==> config.mk <==
export PLATFORM = sky130hd
export DESIGN_NAME = operand_feeder_flat
export DESIGN_NICKNAME = d
export VERILOG_FILES = /design/src/rtl/operand_feeder_if.sv /design/src/rtl/operand_feeder.sv /design/src/flat_wrapper.sv
export SDC_FILE = /design/constraint.sdc
export NUM_CORES = 2
export LEC_CHECK = 0
export ABC_AREA = 1
export CORE_ASPECT_RATIO = 0.75
export CORE_MARGIN = 2
export CORE_UTILIZATION = 30
export CTS_BUF_LIST = sky130_fd_sc_hd__clkbuf_8
export CTS_CLUSTER_DIAMETER = 100
export DETAILED_ROUTE_END_ITERATION = 8
export PLACE_DENSITY = 0.56
export SYNTH_ARGS = -nofsm -noshare
export SYNTH_HDL_FRONTEND = slang
export SYNTH_SLANG_ARGS = --single-unit
==> constraint.sdc <==
create_clock -name clk -period 8.05 [get_ports clk]
set_input_delay 2.415 -clock clk [delete_from_list [all_inputs] [get_ports clk]]
set_output_delay 2.415 -clock clk [all_outputs]
set_load 0.05 [all_outputs]
==> src/rtl/operand_feeder_if.sv <==
// Host-write / run-control / operand bus between operand_feeder and its neighbours.
interface operand_feeder_if #(
    parameter int DATA_WIDTH = 16,
    parameter int NUM_UNITS  = 4,
    parameter int DEPTH      = 16
);
    localparam int AW = $clog2(DEPTH);

    logic                                  wr_en;
    logic [1:0]                            wr_sel;
    logic [AW-1:0]                         wr_addr;
    logic [NUM_UNITS*DATA_WIDTH-1:0]       wr_data;
    logic                                  start;
    logic [AW:0]                           length;
    logic [NUM_UNITS-1:0]                  active_units;
    logic                                  array_done;
    logic [NUM_UNITS-1:0][DATA_WIDTH-1:0]  a_in_array;
    logic [NUM_UNITS-1:0][DATA_WIDTH-1:0]  b_in_array;
    logic [NUM_UNITS-1:0][DATA_WIDTH-1:0]  bias_array;
    logic                                  dpu_start;
    logic                                  busy;
    logic                                  done;
    logic                                  err;

    modport master (
        output wr_en, wr_sel, wr_addr, wr_data, start, length, active_units, array_done,
        input  a_in_array, b_in_array, bias_array, dpu_start, busy, done, err
    );

    modport slave (
        input  wr_en, wr_sel, wr_addr, wr_data, start, length, active_units, array_done,
        output a_in_array, b_in_array, bias_array, dpu_start, busy, done, err
    );
endinterface

==> src/rtl/operand_feeder.sv <==
// Operand bank + sequencer feeding the dot-product unit one A/B vector per pass.
// Optional lane masking on the outputs is enabled by defining FEEDER_LANE_MASK_EN.
module operand_feeder_lane #(
    parameter int DATA_WIDTH = 16
) (
    input  logic                  en,
    input  logic [DATA_WIDTH-1:0] a,
    input  logic [DATA_WIDTH-1:0] b,
    input  logic [DATA_WIDTH-1:0] bias,
    output logic [DATA_WIDTH-1:0] a_o,
    output logic [DATA_WIDTH-1:0] b_o,
    output logic [DATA_WIDTH-1:0] bias_o
);
    assign a_o    = en ? a    : '0;
    assign b_o    = en ? b    : '0;
    assign bias_o = en ? bias : '0;
endmodule

module operand_feeder #(
    parameter int DATA_WIDTH = 16,
    parameter int NUM_UNITS  = 4,
    parameter int DEPTH      = 16
) (
    input  logic          clk,
    input  logic          reset,
    operand_feeder_if.slave bus
);
    localparam int AW = $clog2(DEPTH);
    localparam int LW = AW + 1;
    localparam logic [LW-1:0] MAX_LEN = LW'(DEPTH);

    typedef logic [NUM_UNITS-1:0][DATA_WIDTH-1:0] vec_t;
    typedef enum logic [1:0] {IDLE, ISSUE, WAIT, FIN} state_t;

    vec_t          a_bank [DEPTH];
    vec_t          b_bank [DEPTH];
    state_t        state;
    logic [AW-1:0] idx;
    logic [LW-1:0] len;
    vec_t          a_q, b_q, bias_q;
    logic          dpu_start_q, busy_q, done_q, err_q;

    logic          wr_ok, start_ok;
    logic [LW-1:0] idx_inc;

    assign wr_ok    = reset && bus.wr_en && (state == IDLE) && (bus.wr_sel != 2'd3);
    assign start_ok = (bus.length != '0) && (bus.length <= MAX_LEN);
    assign idx_inc  = {1'b0, idx} + {{AW{1'b0}}, 1'b1};

    // Banks are plain storage: reset leaves their contents alone.
    always_ff @(posedge clk) begin
        if (wr_ok && bus.wr_sel == 2'd0) a_bank[bus.wr_addr] <= bus.wr_data;
        if (wr_ok && bus.wr_sel == 2'd1) b_bank[bus.wr_addr] <= bus.wr_data;
    end

    always_ff @(posedge clk) begin
        if (!reset) begin
            state       <= IDLE;
            idx         <= '0;
            len         <= '0;
            a_q         <= '0;
            b_q         <= '0;
            bias_q      <= '0;
            dpu_start_q <= 1'b0;
            busy_q      <= 1'b0;
            done_q      <= 1'b0;
            err_q       <= 1'b0;
        end else begin
            dpu_start_q <= 1'b0;
            done_q      <= 1'b0;
            err_q       <= bus.wr_en && !wr_ok;
            if (wr_ok && bus.wr_sel == 2'd2) bias_q <= bus.wr_data;
            case (state)
                IDLE: if (bus.start) begin
                    if (start_ok) begin
                        state       <= ISSUE;
                        len         <= bus.length;
                        idx         <= '0;
                        a_q         <= a_bank[0];
                        b_q         <= b_bank[0];
                        dpu_start_q <= 1'b1;
                        busy_q      <= 1'b1;
                    end else begin
                        err_q <= 1'b1;
                    end
                end
                ISSUE: state <= WAIT;
                // Consumer restarts itself on the new operands; no further dpu_start.
                WAIT: if (bus.array_done) begin
                    if (idx_inc < len) begin
                        idx <= idx_inc[AW-1:0];
                        a_q <= a_bank[idx_inc[AW-1:0]];
                        b_q <= b_bank[idx_inc[AW-1:0]];
                    end else begin
                        state  <= FIN;
                        done_q <= 1'b1;
                    end
                end
                FIN: begin
                    state  <= IDLE;
                    busy_q <= 1'b0;
                end
                default: state <= IDLE;
            endcase
        end
    end

    logic [NUM_UNITS-1:0] lane_en;
`ifdef FEEDER_LANE_MASK_EN
    assign lane_en = bus.active_units;
`else
    logic unused_active_units;
    assign unused_active_units = ^bus.active_units;
    assign lane_en = '1;
`endif

    vec_t a_m, b_m, bias_m;
    for (genvar i = 0; i < NUM_UNITS; i++) begin : g_lane
        operand_feeder_lane #(.DATA_WIDTH(DATA_WIDTH)) u_lane (
            .en    (lane_en[i]),
            .a     (a_q[i]),
            .b     (b_q[i]),
            .bias  (bias_q[i]),
            .a_o   (a_m[i]),
            .b_o   (b_m[i]),
            .bias_o(bias_m[i])
        );
    end

    assign bus.a_in_array = a_m;
    assign bus.b_in_array = b_m;
    assign bus.bias_array = bias_m;
    assign bus.dpu_start  = dpu_start_q;
    assign bus.busy       = busy_q;
    assign bus.done       = done_q;
    assign bus.err        = err_q;
endmodule

==> src/flat_wrapper.sv <==
// flat-port wrapper written by rule: the top's interface ports become plain ports
module operand_feeder_flat 
#(
    parameter int DATA_WIDTH = 16,
    parameter int NUM_UNITS  = 4,
    parameter int DEPTH      = 16
)
  (clk, reset, bus_wr_en, bus_wr_sel, bus_wr_addr, bus_wr_data, bus_start, bus_length, bus_active_units, bus_array_done, bus_a_in_array, bus_b_in_array, bus_bias_array, bus_dpu_start, bus_busy, bus_done, bus_err);
  operand_feeder_if #(.DATA_WIDTH(DATA_WIDTH), .NUM_UNITS(NUM_UNITS), .DEPTH(DEPTH)) bus_i ();
  input  logic clk;
  input  logic reset;
  input wire logic [$bits(bus_i.wr_en)-1:0] bus_wr_en;
  input wire logic [$bits(bus_i.wr_sel)-1:0] bus_wr_sel;
  input wire logic [$bits(bus_i.wr_addr)-1:0] bus_wr_addr;
  input wire logic [$bits(bus_i.wr_data)-1:0] bus_wr_data;
  input wire logic [$bits(bus_i.start)-1:0] bus_start;
  input wire logic [$bits(bus_i.length)-1:0] bus_length;
  input wire logic [$bits(bus_i.active_units)-1:0] bus_active_units;
  input wire logic [$bits(bus_i.array_done)-1:0] bus_array_done;
  output wire logic [$bits(bus_i.a_in_array)-1:0] bus_a_in_array;
  output wire logic [$bits(bus_i.b_in_array)-1:0] bus_b_in_array;
  output wire logic [$bits(bus_i.bias_array)-1:0] bus_bias_array;
  output wire logic [$bits(bus_i.dpu_start)-1:0] bus_dpu_start;
  output wire logic [$bits(bus_i.busy)-1:0] bus_busy;
  output wire logic [$bits(bus_i.done)-1:0] bus_done;
  output wire logic [$bits(bus_i.err)-1:0] bus_err;
  assign bus_i.wr_en = bus_wr_en;
  assign bus_i.wr_sel = bus_wr_sel;
  assign bus_i.wr_addr = bus_wr_addr;
  assign bus_i.wr_data = bus_wr_data;
  assign bus_i.start = bus_start;
  assign bus_i.length = bus_length;
  assign bus_i.active_units = bus_active_units;
  assign bus_i.array_done = bus_array_done;
  assign bus_a_in_array = bus_i.a_in_array;
  assign bus_b_in_array = bus_i.b_in_array;
  assign bus_bias_array = bus_i.bias_array;
  assign bus_dpu_start = bus_i.dpu_start;
  assign bus_busy = bus_i.busy;
  assign bus_done = bus_i.done;
  assign bus_err = bus_i.err;
  operand_feeder #(.DATA_WIDTH(DATA_WIDTH), .NUM_UNITS(NUM_UNITS), .DEPTH(DEPTH)) u_core (.clk(clk), .reset(reset), .bus(bus_i));
endmodule
### Word level (Yosys, flattened, before mapping)

Memories as Yosys holds them, arrays and structs flattened.
Index checks and enable logic that the tools add are counted.

* memory bits (writable): 2048
* flip-flop bits (word level): 207
* input bits: 84
* memories kept: 2

Memories
* u_core.a_bank: words 16, bits a word 64, rd ports 2, clocked after memory_dff 0, write ports 1, RTL line operand_feeder.sv:35 `vec_t a_bank [DEPTH];`
* u_core.b_bank: words 16, bits a word 64, rd ports 2, clocked after memory_dff 0, write ports 1, RTL line operand_feeder.sv:36 `vec_t b_bank [DEPTH];`

* reduce and logical (&&, ||, !) cells: 20
* eq/ne operators: 11
* mux-type cells: 32
* add/sub/neg operators: 1
* magnitude comparators: 2

Operators with widths (count)
* $mux 64: 8
* $pmux 64 s2: 2
* $mux 4: 4
* $reduce_and 3->1: 4
* $mux 1: 11
* $logic_and 1x1->1: 8
* $mux 2: 4
* $ne 2x2->1 const B: 4
* $pmux 2 s4: 1
* $pmux 4 s2: 1
* $eq 2x2->1 const B: 3
* $add 4x1->5 const B: 1
* $le 5x5->1 const B: 1
* $lt 5x5->1: 1
* $reduce_and 5->1: 1
* $reduce_bool 5->1: 1
* $eq 2x1->1 const B: 2
* $logic_not 2->1: 2
* $ne 2x1->1 const B: 2
* $reduce_and 4->1: 1
* $reduce_bool 2->1: 2
* $pmux 1 s2: 1
* $logic_not 1->1: 1

### Longest topological paths before layout

* word-level depth: 8
* mapped depth: 17
* mapped depth without buffers: 14

### Cells and area by module

Synthesis repeated with hierarchy kept, for this count alone.

* cells, all modules: 8819
* area total of the unflattened synthesis: 93256.9 um2

By module, submodules not included
* operand_feeder: times used 1, area each 91655.4 um2, cells each 8415
* operand_feeder_lane: times used 4, area each 400.4 um2, cells each 101

### Worst setup path after synthesis

No wires, ideal clock.

* path type: input to register
* start point: input reset
* end point: memory u_core.b_bank[11][0] in the netlist's numbering, enable pin
* data arrival time: 5.934 ns
* buffers on the path: 2
* path slack: 1.629 ns
* cell stages on the path: 6
* cell sequence: clkbuf_1 nand3_1 a21oi_1 nand2_1 clkbuf_1 nor2_1

* cells in the longest elaborated chain, start to end: 6

Ends and longest elaborated chain
* start, declared: RTL line flat_wrapper.sv:11 `input logic reset;`
* $logic_and 1x1->1 (3 in series): RTL line operand_feeder.sv:46 `assign wr_ok = reset && bus.wr_en && (state == IDLE) && (bus.wr_sel != 2'd3);`
* $logic_and 1x1->1: RTL line operand_feeder.sv:53 `if (wr_ok && bus.wr_sel == 2'd1) b_bank[bus.wr_addr] <= bus.wr_data;`
* $mux 1: RTL line operand_feeder.sv:53
* $mux 1 (implied by the code): RTL line operand_feeder.sv:53
* end, declared: RTL line operand_feeder.sv:36

Every way passes these cells.

### Worst setup path after layout

* start point: register u_core.busy_q, in the netlist u_core.bus.busy
* end point: output bus_busy

RTL lines
* start, declared: RTL line operand_feeder.sv:41 `logic dpu_start_q, busy_q, done_q, err_q;`
* start signal, assigned: RTL line operand_feeder.sv:65 `busy_q <= 1'b0;`
* start signal, assigned: RTL line operand_feeder.sv:82 `busy_q <= 1'b1;`
* start signal, assigned: RTL line operand_feeder.sv:101 `busy_q <= 1'b0;`
* end, declared: RTL line flat_wrapper.sv:24 `output wire logic [$bits(bus_i.busy)-1:0] bus_busy;`

No word-level cell between the ends.

==> flow_summary.json <==
{
  "core_um2": 307000,
  "die_w_um": 645.9,
  "synth_compound_area_share_pct": 2.566,
  "htree_levels": 5,
  "synth_xor_xnor_area_share_pct": 0.03779,
  "num_rows": 176,
  "clk_latency_ps": 1010,
  "pre_cts_ws_ps": 2191,
  "cts_resized": 0,
  "cp_max_fo": 2,
  "worstHoldPathType": "flip-flop to flip-flop",
  "fin_nets": 9063,
  "vdd_drop_max_v": 0.0002277,
  "synth_most_common_cell": "nand2_1",
  "ys.flop_type": "edfxtp_1",
  "syn_avg_cell_area_um2": 10.68,
  "ys_warn_count": 0,
  "drtIter0Drc": 6794,
  "cp.depth": 1,
  "fin_setup_tns_ps": 0,
  "required_ps": 5640,
  "fillers": 30310,
  "die_area_um2": 313500,
  "post_cts.repair.setup_buffers": 0,
  "synth_top_area_share_pct": 66.34,
  "finalHoldViolCount": 0,
  "drive_above_1_share_pct": 7.779,
  "rsz0062_at_grt": "false",
  "cts_tree": "yes",
  "maxCapViolCount": 0,
  "yosys.area_share.simple_pct": 21.16,
  "syn_inst": 8676,
  "wl_um": 294800,
  "syn_area_um2": 92700,
  "setup_ws_ps": 2896,
  "fin_crit_sh_pct": 64.03,
  "dp_hpwl_um": 157400,
  "dr.pass1.iters": 6,
  "via_per_inst": 4.802,
  "die_y_um": 485.4,
  "period_minus_slack_ps": 5154,
  "ys_ff_latch": 2255,
  "synth_edf_count": 2048,
  "clock-sinks": 2255,
  "drc_errors": 0,
  "yosys-top-cells-count": "nand2_1 (2,541), edfxtp_1 (2,048), nand3_1 (1,421)",
  "syn2layout_area_growth_pct": 16.02,
  "clkTransAtPathRegs_ps": 60,
  "muxShareOfSynthArea_pct": 0,
  "slowest_delay_ps": 940,
  "root_buffer": "clkbuf_8",
  "p_leak_nw": 40.70,
  "ctsHoldBuffers": 0,
  "gr-total-overflow": 0,
  "grt_max_degree": 196,
  "path_delay_family": "buffers and inverters",
  "p_per_area_nw_per_um2": 299.1,
  "critical_path_buf_inv_count": 1,
  "routedWlPerCell_um": 22.03,
  "ioPinCount": 280,
  "slew_headroom_pct": 14.87,
  "place_area_um2": 100300,
  "ff2ff_path_depth": 9,
  "start_kind": "flip-flop",
  "synth_fp_nets": 8769,
  "yosysSeqAreaShare_pct": 70.81,
  "ys_top_cells_by_area": "edfxtp_1 (66%), nand2_1 (10%), nand3_1 (7.7%)",
  "async_flop_share_pct": 0,
  "gp_congestion": 0.7836,
  "path_class": "flip-flop to output pin",
  "grt_usage_pct": 18.28,
  "post-route-util_pct": 35.04,
  "tightest_slew_ps": 1273,
  "finalClockSkew_ps": 93.93,
  "power_w": 0.03217,
  "cp_slowest_cell": "clkdlybuf4s50_1",
  "synth_fa_ha_area_share_pct": 0.1215,
  "synth.distinct_cells": 23,
  "port_buffers": 275,
  "cts_made_buffers": 371,
  "endpoint_kind": "output pin",
  "fmax_mhz": 194.0,
  "ant_nets": 0,
  "grt_pass1_wl_um": 426100,
  "initial_core_util_pct": 30.20,
  "finalInstanceArea_um2": 107600,
  "via_count": 64260,
  "cts_buffer_depth": 4,
  "grt_pass1_vias": 61880,
  "slew_viol_final": 0,
  "whs_path_depth": 2,
  "arrival_ps": 2740,
  "synth_top_family_by_area": "simple AND/OR/NAND/NOR gates",
  "setup_viol_count_final": 0,
  "crit_path_cell_trace": "clkdlybuf4s50_1",
  "status": "finished, final reports clean",
  "yosysTopAreaCell": "edfxtp_1",
  "antenna_found_initial": 25
}
==> power by group <==
part	total, W	switching, W	internal [W]	leakage [nW]
combinational	0.00902	0.00658	0.00244	16.4
clock	0.00982	0.00469	0.00513	4.18
sequential	0.0133	0.000267	0.0131	20.1
total	0.0322	0.0115	0.0206	40.7
==> final cells by class <==
class                   instances  area, um2  share of cell area, %
clock buffers                 414       5698                  5.298
multi-input cells            5204      22500                  20.92
well taps                    4094       5122                  4.763
clock inverters               258       1523                  1.416
flip-flops and latches       2255      65650                  61.04
repair buffers                444       4395                  4.087
inverters                     694       2621                  2.437
diodes                         18      45.04                0.04188
==> path summary, 6_finish.rpt <==
check	endpoint	from	slack, ps
worst max register to register	u_core.b_q[41]	u_core.idx[0]	3450
worst min register to register	u_core.len[0]	u_core.len[0]	460
worst min-delay path	u_core.len[0]	u_core.len[0]	460
worst max-delay path	bus_busy	u_core.bus.busy	2900
==> cells in the final DEF, fill, tap and decap left out, types with 2 or more instances in the layout <==
cell type        instances
clkbuf_8               414
inv_6                    5
a21oi_1                135
bufinv_16               12
xor2_4                   3
o21ai_0                264
o211ai_1                50
or2_2                   11
nand3_1               1420
nor2_1                 729
diode_2                 18
nor3_1                   2
nand2_2                  3
nor2_4                  32
inv_2                    2
nand4_1                  2
inv_8                    5
inv_1                  821
ha_4                     2
buf_12                  31
edfxtp_1              2048
ha_1                     7
clkinvlp_4               8
clkdlybuf4s50_1        271
buf_4                  138
buf_2                    3
clkinv_1                53
clkinv_2                37
dfxtp_1                206
clkinv_8                 8
nand2_1               2539
==> metal layers <==
metal | track usage (%) | wire length [um]
met3 | 3.281 | 23260
met4 | 6.152 | 9486
met5 | 0 | 114
met1 | 24.67 | 125700
met2 | 29.67 | 136200
==> through the flow <==
| step | hold WS [ps] | cells |
|---|---|---|
| floorplan | 423.9 | 8676 |
| global placement | 460.3 | 12690 |
| detailed placement | 459.6 | 12690 |
| CTS | 468.5 | 13360 |
| global route | 475.8 | 13370 |
| finish | 459.8 | 13380 |
==> cells by family after synthesis <==
group / after synthesis
buffers and inverters: 1217
AOI/OAI and AO/OA: 450
adders and majority gates: 9
DFF: 2255
xor gates and xnor gates: 4
and+or+nand+nor: 4741
==> flip-flops by register name, indices dropped and copies added, names as in the netlist <==
register              cells
u_core.bus.done           1
u_core.bus.busy           1
u_core.state              2
u_core.a_bank          1024
u_core.a_q               64
u_core.bias_q            64
u_core.bus.err            1
u_core.bus.dpu_start      1
u_core.b_q               64
u_core.len                5
u_core.idx                4
u_core.b_bank          1024
No activity file was read; power rests on OpenSTA's default activity.
